--- src/rtl/logic_gate_pipe_if.sv ---
// rtl/logic_gate_pipe_if.sv - handshake bundle for the registered logic unit
// Purpose: groups the producer-side beat stream, the consumer-side result
// stream and the busy status of logic_gate_pipe into one interface.
// Ports (signals):
//   in_valid/in_ready      producer handshake
//   in_a/in_b              WIDTH-bit operands
//   in_op                  3-bit function select
//   in_last                final beat of an accumulate burst
//   out_valid/out_ready    consumer handshake
//   out_y                  WIDTH-bit result
//   out_zero               out_y == 0, registered alongside out_y
//   out_beats              CNT_W-bit saturating count of folded beats
//   busy                   accumulate burst in progress
// Modports: slave = the logic unit, master = the surrounding system.
interface logic_gate_pipe_if #(
  parameter int WIDTH = 8,
  parameter int CNT_W = 4
);
  logic             in_valid;
  logic             in_ready;
  logic [WIDTH-1:0] in_a;
  logic [WIDTH-1:0] in_b;
  logic [2:0]       in_op;
  logic             in_last;
  logic             out_valid;
  logic             out_ready;
  logic [WIDTH-1:0] out_y;
  logic             out_zero;
  logic [CNT_W-1:0] out_beats;
  logic             busy;

  modport slave (
    input  in_valid, in_a, in_b, in_op, in_last, out_ready,
    output in_ready, out_valid, out_y, out_zero, out_beats, busy
  );

  modport master (
    output in_valid, in_a, in_b, in_op, in_last, out_ready,
    input  in_ready, out_valid, out_y, out_zero, out_beats, busy
  );
endinterface

--- src/rtl/logic_gate_pipe.sv ---
// rtl/logic_gate_pipe.sv - one-deep registered bitwise logic unit with burst accumulate
// Purpose: applies one of eight bitwise functions to two operands per beat.
// Ops 0-5 (AND, OR, XOR, NAND, NOR, XNOR) give one result per beat; ops 6/7
// (ACC_AND, ACC_OR) fold a burst terminated by in_last into one result.
// Ports:
//   clk   rising-edge clock
//   rst   asynchronous active-high reset
//   pipe  logic_gate_pipe_if.slave (beat stream in, result stream out, busy)
module logic_gate_pipe #(
  parameter int WIDTH = 8,
  parameter int CNT_W = 4
) (
  input logic            clk,
  input logic            rst,
  logic_gate_pipe_if.slave pipe
);

  localparam logic [2:0] OP_ACC_AND = 3'd6;

  typedef enum logic {S_IDLE, S_ACCUM} state_t;

  state_t           state_q, state_d;
  logic [WIDTH-1:0] acc_q, acc_d;
  logic [2:0]       op_q, op_d;
  logic [CNT_W-1:0] cnt_q, cnt_d;
  logic             out_valid_q;
  logic [WIDTH-1:0] out_y_q;
  logic             out_zero_q;
  logic [CNT_W-1:0] out_beats_q;

  logic             in_ready;
  logic             accept;
  logic             is_acc_op;
  logic [2:0]       eff_op;
  logic [WIDTH-1:0] term;
  logic [WIDTH-1:0] acc_upd;
  logic [CNT_W-1:0] cnt_inc;
  logic             load;
  logic [WIDTH-1:0] load_y;
  logic [CNT_W-1:0] load_beats;

  // Readiness depends only on the output register, so a stalled consumer
  // freezes the accumulator rather than corrupting it.
  assign in_ready  = !out_valid_q || pipe.out_ready;
  assign accept    = pipe.in_valid && in_ready;
  assign is_acc_op = pipe.in_op[2] && pipe.in_op[1];
  // Inside a burst the latched op governs; in_op is only meaningful on beat one.
  assign eff_op    = (state_q == S_ACCUM) ? op_q : pipe.in_op;

  always_comb begin
    case (eff_op)
      3'd0:    term = pipe.in_a & pipe.in_b;
      3'd1:    term = pipe.in_a | pipe.in_b;
      3'd2:    term = pipe.in_a ^ pipe.in_b;
      3'd3:    term = ~(pipe.in_a & pipe.in_b);
      3'd4:    term = ~(pipe.in_a | pipe.in_b);
      3'd5:    term = ~(pipe.in_a ^ pipe.in_b);
      3'd6:    term = pipe.in_a & pipe.in_b;
      default: term = pipe.in_a | pipe.in_b;
    endcase
  end

  assign acc_upd = (op_q == OP_ACC_AND) ? (acc_q & term) : (acc_q | term);
  // The beat count sticks at all-ones; the accumulator keeps folding.
  assign cnt_inc = (&cnt_q) ? cnt_q : cnt_q + CNT_W'(1);

  // State register
  always_ff @(posedge clk or posedge rst) begin
    if (rst) begin
      state_q <= S_IDLE;
    end else begin
      state_q <= state_d;
    end
  end

  // Next-state logic
  always_comb begin
    state_d = state_q;
    if (state_q == S_IDLE) begin
      if (accept && is_acc_op && !pipe.in_last) begin
        state_d = S_ACCUM;
      end
    end else begin
      if (accept && pipe.in_last) begin
        state_d = S_IDLE;
      end
    end
  end

  // FSM outputs
  always_comb begin
    pipe.busy = (state_q == S_ACCUM);
  end

  // Datapath next-state: burst accumulator and result load selection
  always_comb begin
    acc_d      = acc_q;
    op_d       = op_q;
    cnt_d      = cnt_q;
    load       = 1'b0;
    load_y     = term;
    load_beats = CNT_W'(1);
    if (accept) begin
      if (state_q == S_IDLE) begin
        if (is_acc_op && !pipe.in_last) begin
          acc_d = term;
          op_d  = pipe.in_op;
          cnt_d = CNT_W'(1);
        end else begin
          load = 1'b1;
        end
      end else begin
        acc_d = acc_upd;
        cnt_d = cnt_inc;
        if (pipe.in_last) begin
          load       = 1'b1;
          load_y     = acc_upd;
          load_beats = cnt_inc;
        end
      end
    end
  end

  always_ff @(posedge clk or posedge rst) begin
    if (rst) begin
      acc_q <= '0;
      op_q  <= 3'd0;
      cnt_q <= '0;
    end else begin
      acc_q <= acc_d;
      op_q  <= op_d;
      cnt_q <= cnt_d;
    end
  end

  // Output register: load only happens on an accepted beat, which implies the
  // previous result is either absent or leaving on this same edge.
  always_ff @(posedge clk or posedge rst) begin
    if (rst) begin
      out_valid_q <= 1'b0;
      out_y_q     <= '0;
      out_zero_q  <= 1'b0;
      out_beats_q <= '0;
    end else if (load) begin
      out_valid_q <= 1'b1;
      out_y_q     <= load_y;
      out_zero_q  <= (load_y == '0);
      out_beats_q <= load_beats;
    end else if (pipe.out_ready) begin
      out_valid_q <= 1'b0;
    end
  end

  assign pipe.in_ready  = in_ready;
  assign pipe.out_valid = out_valid_q;
  assign pipe.out_y     = out_y_q;
  assign pipe.out_zero  = out_zero_q;
  assign pipe.out_beats = out_beats_q;

endmodule

--- src/flat_wrapper.sv ---
// flat-port wrapper written by rule: the top's interface ports become plain ports
module logic_gate_pipe_flat 
#(
  parameter int WIDTH = 8,
  parameter int CNT_W = 4
)
  (clk, rst, pipe_in_valid, pipe_in_a, pipe_in_b, pipe_in_op, pipe_in_last, pipe_out_ready, pipe_in_ready, pipe_out_valid, pipe_out_y, pipe_out_zero, pipe_out_beats, pipe_busy);
  logic_gate_pipe_if #(.WIDTH(WIDTH), .CNT_W(CNT_W)) pipe_i ();
  input logic clk;
  input logic rst;
  input wire logic [$bits(pipe_i.in_valid)-1:0] pipe_in_valid;
  input wire logic [$bits(pipe_i.in_a)-1:0] pipe_in_a;
  input wire logic [$bits(pipe_i.in_b)-1:0] pipe_in_b;
  input wire logic [$bits(pipe_i.in_op)-1:0] pipe_in_op;
  input wire logic [$bits(pipe_i.in_last)-1:0] pipe_in_last;
  input wire logic [$bits(pipe_i.out_ready)-1:0] pipe_out_ready;
  output wire logic [$bits(pipe_i.in_ready)-1:0] pipe_in_ready;
  output wire logic [$bits(pipe_i.out_valid)-1:0] pipe_out_valid;
  output wire logic [$bits(pipe_i.out_y)-1:0] pipe_out_y;
  output wire logic [$bits(pipe_i.out_zero)-1:0] pipe_out_zero;
  output wire logic [$bits(pipe_i.out_beats)-1:0] pipe_out_beats;
  output wire logic [$bits(pipe_i.busy)-1:0] pipe_busy;
  assign pipe_i.in_valid = pipe_in_valid;
  assign pipe_i.in_a = pipe_in_a;
  assign pipe_i.in_b = pipe_in_b;
  assign pipe_i.in_op = pipe_in_op;
  assign pipe_i.in_last = pipe_in_last;
  assign pipe_i.out_ready = pipe_out_ready;
  assign pipe_in_ready = pipe_i.in_ready;
  assign pipe_out_valid = pipe_i.out_valid;
  assign pipe_out_y = pipe_i.out_y;
  assign pipe_out_zero = pipe_i.out_zero;
  assign pipe_out_beats = pipe_i.out_beats;
  assign pipe_busy = pipe_i.busy;
  logic_gate_pipe #(.WIDTH(WIDTH), .CNT_W(CNT_W)) u_core (.clk(clk), .rst(rst), .pipe(pipe_i));
endmodule
--- config.mk ---
export PLATFORM = sky130hd
export DESIGN_NAME = logic_gate_pipe_flat
export DESIGN_NICKNAME = d
export VERILOG_FILES = /design/src/rtl/logic_gate_pipe_if.sv /design/src/rtl/logic_gate_pipe.sv /design/src/flat_wrapper.sv
export SDC_FILE = /design/constraint.sdc
export NUM_CORES = 1
export LEC_CHECK = 0
export CORE_MARGIN = 2
export CORE_UTILIZATION = 55
export CTS_BUF_LIST = sky130_fd_sc_hd__clkbuf_4
export DETAILED_ROUTE_END_ITERATION = 8
export GPL_TIMING_DRIVEN = 0
export PLACE_DENSITY = 0.78
export SYNTH_ARGS = -nofsm -noshare
export SYNTH_HDL_FRONTEND = slang
export SYNTH_SLANG_ARGS = --single-unit
--- constraint.sdc ---
create_clock -name clk -period 2.5 [get_ports clk]
set_input_delay 0.625 -clock clk [delete_from_list [all_inputs] [get_ports clk]]
set_output_delay 0.625 -clock clk [all_outputs]
set_load 0.1 [all_outputs]
* Yosys cells after proc, flatten, opt, wreduce, memory -nomap -nowiden
Cells that the tools add are included.
** Word-level totals
- Flip-flop bits (word level) :: 30
- Latch bits :: 0
- Memory bits (writable) :: 0
- Memory bits (read-only) :: 0
- Bits of input ports :: 24
- Output and inout bits :: 16
- Word-level logic and storage cells :: 64
- Memories kept :: 0
** Operators by class
- Add/subtract/negate cells :: 1
- Multiply operators :: 0
- Div/mod/pow operators :: 0
- $lt $le $gt $ge :: 0
- Eq/ne operators :: 6
- Shift-type cells :: 0
- Muxes and demuxes :: 23
- Bitwise operators :: 9
- Reductions and logical operators :: 17
** Operator list (count)
- two-way mux 8 bit :: 6
- case mux 8 bit (5 select lines) :: 1
- two-way mux 4 bit :: 6
- inverter 8 bit :: 3
- AND 8 bit :: 2
- OR 8 bit :: 2
- equality test 3 bit, second input constant :: 4
- two-way mux 1 bit :: 9
- zero test 8 bit :: 1
- XOR 8 bit :: 1
- equality test 3 x 2 -> 1 bit, second input constant :: 2
- logical AND 1 bit :: 6
- adder 4 x 1 -> 4 bit, second input constant :: 1
- AND reduction 4 bit :: 1
- nonzero test 2 bit :: 2
- zero test 3 bit :: 1
- two-way mux 3 bit :: 1
- AND reduction 3 bit :: 1
- zero test 1 bit :: 2
- AND reduction 2 bit :: 1
- OR reduction 2 bit :: 1
- logical OR 1 bit :: 1
- inverter 1 bit :: 1

* Longest topological paths before layout
- Depth in word-level cells :: 10
- Mapped depth :: 11
- Gate-level depth less buffers :: 10

* Worst setup path before layout
No wires, ideal clock.
- Path type :: flip-flop to flip-flop
- Start point :: register u_core.out_valid_q, in the netlist u_core.pipe.out_valid
- End point :: register u_core.out_zero_q, in the netlist u_core.pipe.out_zero
- Arrival :: 3.467 ns
- Data required time :: 2.373 ns
- Setup slack :: -1.094 ns
- Cell stages (with the launch flop) :: 12
- Period minus slack after synthesis :: 3.594 ns
- Cell sequence :: dfrtp_1 > nand2b_1 > and2_1 > buf_2 > and3_1 > clkbuf_1 > nand2_1 > clkbuf_1 > a211oi_1 > or3_1 > nand3_1 > o31ai_1
** Between the ends
- Cells in the longest elaborated chain, start to end :: 5
- Elaborated cells between the ends (all ways) :: 6
- Classes of those cells :: mux (2); reduce/logical (4)
** RTL lines
- start: declaration :: line logic_gate_pipe.sv:26 : logic out_valid_q;
- start signal: assignment :: line logic_gate_pipe.sv:140 : out_valid_q <= 1'b0;
- start signal: assignment :: line logic_gate_pipe.sv:145 : out_valid_q <= 1'b1;
- start signal: assignment :: line logic_gate_pipe.sv:150 : out_valid_q <= 1'b0;
- zero test 1 bit * :: line logic_gate_pipe.sv:44 : assign in_ready = !out_valid_q || pipe.out_ready;
- logical OR 1 bit * :: line logic_gate_pipe.sv:44
- net pipe_in_ready :: line flat_wrapper.sv:17 : output wire logic [$bits(pipe_i.in_ready)-1:0] pipe_in_ready;
- logical AND 1 bit * :: line logic_gate_pipe.sv:45 : assign accept = pipe.in_valid && in_ready;
- two-way mux 8 bit :: line logic_gate_pipe.sv:103 : if (accept) begin
- zero test 8 bit :: line logic_gate_pipe.sv:147 : out_zero_q <= (load_y == '0);
- end signal: assignment :: line logic_gate_pipe.sv:147
- end: declaration :: line logic_gate_pipe.sv:28 : logic out_zero_q;
Mark *: on every way through the listed nets, which the timed path passes. The rest lies on a longest branch.
A chain may end at the register's enable or synchronous reset.

* Worst setup path in the final report
- Start point :: input port pipe_in_b[5]
- End point :: register u_core.out_zero_q, in the netlist u_core.pipe.out_zero
** Between the ends
- Cells in the longest elaborated chain, start to end :: 9
- Elaborated cells between the ends (all ways) :: 14
- Classes of those cells :: mux (5); bitwise (8); reduce/logical (1)
** RTL lines
- start: declaration :: line flat_wrapper.sv:13 : input wire logic [$bits(pipe_i.in_b)-1:0] pipe_in_b;
- XOR 8 bit (tied with other cells) :: line logic_gate_pipe.sv:54, logic_gate_pipe.sv:57
- inverter 8 bit (on tied branches) :: line logic_gate_pipe.sv:57, logic_gate_pipe.sv:55, logic_gate_pipe.sv:56
- case mux 8 bit (5 select lines) * :: line logic_gate_pipe.sv:51 : case (eff_op)
- OR 8 bit or AND 8 bit (tied branches) :: line logic_gate_pipe.sv:63 : assign acc_upd = (op_q == OP_ACC_AND) ? (acc_q & term) : (acc_q | term);
- two-way mux 8 bit :: line logic_gate_pipe.sv:63
- two-way mux 8 bit :: line logic_gate_pipe.sv:115 : if (pipe.in_last) begin
- two-way mux 8 bit :: line logic_gate_pipe.sv:104 : if (state_q == S_IDLE) begin
- two-way mux 8 bit * :: line logic_gate_pipe.sv:103
- zero test 8 bit * :: line logic_gate_pipe.sv:147
Every way passes the cells marked *; elsewhere a longest branch is shown, timed or not.

==> results.yml <==
placed_design:
  portBuffers: 39
  gp_congestion: 0.840
  hpwl_mm: 4.65
  place_area_um2: 3070
critical_path:
  r2r-end: "u_core.pipe.out_zero$_DFFE_PP0P_"
  cp-start-kind: "input pin"
  rr_worst_depth: 10
  end_kind: "flip-flop"
  cp.arrival_ns: 2.86
  worstPathMaxFanout: 7
  critPathLaunch: "pipe_in_b[5]"
  cp.required_ns: 2.73
  rr_startpoint: "u_core.pipe.busy$_DFF_PP0_"
  critPathKind: "input pin to flip-flop"
  crit_path_end: "u_core.pipe.out_zero$_DFFE_PP0P_"
  rrSetupSlack_ns: -0.08
final_layout:
  area_delta_synth_final_pct: 39.7
  fin_area_um2: 3620
  final_nets: 433
  drive_gt1_share_pct: 27.7
  num_antenna_cells: 0
  final_util_pct: 81.4
sta:
  worst_slack_ns: -0.127
  fin_worst_skew_ns: 0.00925
  holdWs_ns: 0.487
  setup_viol: 1
  relSlewSlack_pct: 24.7
  setup_tns_ns: -0.127
  worstMarginPinSlew_ns: 1.13
  max_freq_ghz: 0.381
  rsz0062_at_grt: "yes"
  post-route-period-util_pct: 105
  drv_slew: 0
  finalHoldViolCount: 0
  fin_crit_ns: 2.63
die:
  die_area_um2: 5270
  std_cell_rows: 24
  die_h_um: 72.6
  io_pins: 40
  start_util_pct: 58.3
  core_area_um2: 4440
  die_w_um: 72.6
drt:
  viasPerCell: 6.35
  firstDrtPassIters: 5
  routed_wl_mm: 7.78
  drt-initial-drc-count: 277
  vias: 2824
  wire_per_inst_um: 17.5
  drc: 0
  ant_nets: 0
flow_run:
  maxCapViolCount: 0
clock_tree:
  clkTransAtPathRegs_ns: 0.10
  cts_inserted_buffers: 5
  htree_levels: 2
  cts_tree: "done"
  cts_sinks: 30
  clk_path_buf_depth: 2
  clk_latency_ns: 0.33
  cts_root_buffer: "clkbuf_4"
logic_synthesis:
  syn_nets: 357
  synth_top_area_share_pct: 29.0
  synth_area_per_cell_um2: 8.20
  synth_area_leaders: "dfrtp_1 (29%), ha_1 (8.2%), nor2_1 (5.8%), mux2i_1 (5.0%), a21oi_1 (4.8%)"
  syn_inst: 316
  synth_cell_type_count: 52
  ys_seq_area_share_pct: 29.0
  synth_most_common_cell: "nor2_1"
  synth_edf_count: 0
  ys_warn_count: 0
  synth-main-ff-cell: "dfrtp_1"
  synth.ff_latch_count: 30
  synth.cell_area_um2: 2590
  yosys.area.top_type: "dfrtp_1"
  synth_commonest_cells: "nor2_1 (40), nand2_1 (31), dfrtp_1 (30)"
  async_flop_share_pct: 100
grt:
  grt_pass1_vias: 2461
  overflow: 0
  grt_pass1_wl_mm: 11.8
  antenna_found_initial: 0
  track_usage_pct: 27.7
  grt_max_degree: 31
power:
  leakagePower_nw: 1.72
  powerDensity_nw_per_um2: 733
  peakVddDrop_v: 0.000518
min_path:
  min_path_type: "flip-flop to flip-flop"
run_status:
  violations: "setup timing"
  status: "finished with violations"
==> worst max-delay path, stage by stage <==
cell	delay, ns
clkdlybuf4s50_1	0.51
inv_1	0.06
ha_1	0.27
nand2_1	0.10
o21ai_0	0.09
o221ai_1	0.27
a211oi_2	0.15
o41ai_1	0.30
o21ba_1	0.20
o31ai_1	0.27
==> layout make-up <==
cell class | instances | area, um^2
tap | 52 | 65.1
multi-input combinational | 243 | 1850
timing repair buffer | 71 | 652
sequential | 30 | 758
clock buffer | 7 | 52.6
clock inverter | 1 | 3.75
buffer | 15 | 138
fill | 305 | 826
inverter | 26 | 97.6
==> where the power goes <==
group | switching [mW] | internal (mW)
logic | 1.02 | 0.635
registers | 0.106 | 0.590
clock network | 0.173 | 0.130
total | 1.30 | 1.35
==> worst min-delay path by stage <==
stage / cells after the start / slack (ns) / start / endpoint
detailed placement: 2 / 0.47 / u_core.pipe.out_y[3]$_DFFE_PP0P_ / u_core.pipe.out_y[3]$_DFFE_PP0P_
CTS: 2 / 0.49 / u_core.pipe.out_y[3]$_DFFE_PP0P_ / u_core.pipe.out_y[3]$_DFFE_PP0P_
global placement: 2 / 0.46 / u_core.pipe.out_y[2]$_DFFE_PP0P_ / u_core.pipe.out_y[2]$_DFFE_PP0P_
global route: 2 / 0.52 / u_core.pipe.out_y[3]$_DFFE_PP0P_ / u_core.pipe.out_y[3]$_DFFE_PP0P_
finish: 2 / 0.49 / u_core.pipe.out_y[3]$_DFFE_PP0P_ / u_core.pipe.out_y[3]$_DFFE_PP0P_
floorplan: 1 / 0.47 / u_core.cnt_q[3]$_DFFE_PP0P_ / u_core.cnt_q[3]$_DFFE_PP0P_
==> metrics by stage <==
step | worst slack, ns | power (mW) | cells
3_3_place_gp | -0.711 | 2.00 | 407
2_1_floorplan | -0.0413 | 1.71 | 316
5_1_grt | -0.168 | 2.78 | 445
3_5_place_dp | -0.761 | 2.03 | 407
4_1_cts | -0.0266 | 2.45 | 428
6_report | -0.127 | 2.65 | 445
==> flip-flops by register name (all words and copies together) (netlist names) <==
signal,cells
u_core.acc_q,8
u_core.cnt_q,4
u_core.op_q,3
u_core.pipe.busy,1
u_core.pipe.out_beats,4
u_core.pipe.out_valid,1
u_core.pipe.out_y,8
u_core.pipe.out_zero,1
==> kinds of logic after synthesis <==
group / synth area share (%)
flip-flops: 29.0
AO/OA/AOI/OAI: 30.4
buffers and inverters: 7.83
adder cells (fa/ha/maj): 8.65
AND/OR/NAND/NOR: 15.4
XOR/XNOR: 0.338
multiplexers: 8.36
==> timing repair <==
item                                    CTS  global route
buffers inserted                         12            17
gates cloned                              2             1
resized for setup                        43            50
endpoints found under the setup margin   11            21
pin swaps                                13            19
hold buffers                              0             0
==> cells in the final DEF (no fill, tap or decap), types with 7 or more instances in the layout <==
cell type         n
clkdlybuf4s50_1  22
nor2_1           38
mux2i_1          11
a21oi_1          20
buf_4            34
nand3_1           7
buf_6             7
o22ai_1           9
nand2_1          30
dfrtp_1          28
o31ai_1           8
o21ai_0           8
dlymetal6s2s_1   10
inv_1            20
ha_1             11
clkbuf_4          7
==> per-layer routing <==
metal	part of all wire, %	track usage, %	vias to the layer above
met5	0	0	-
met4	2.0	6.58	0
met3	8.0	5.25	21
met2	48	43.0	159
met1	42	40.2	1339
li1	-	-	1305
Power figures use the tool's default switching activity.
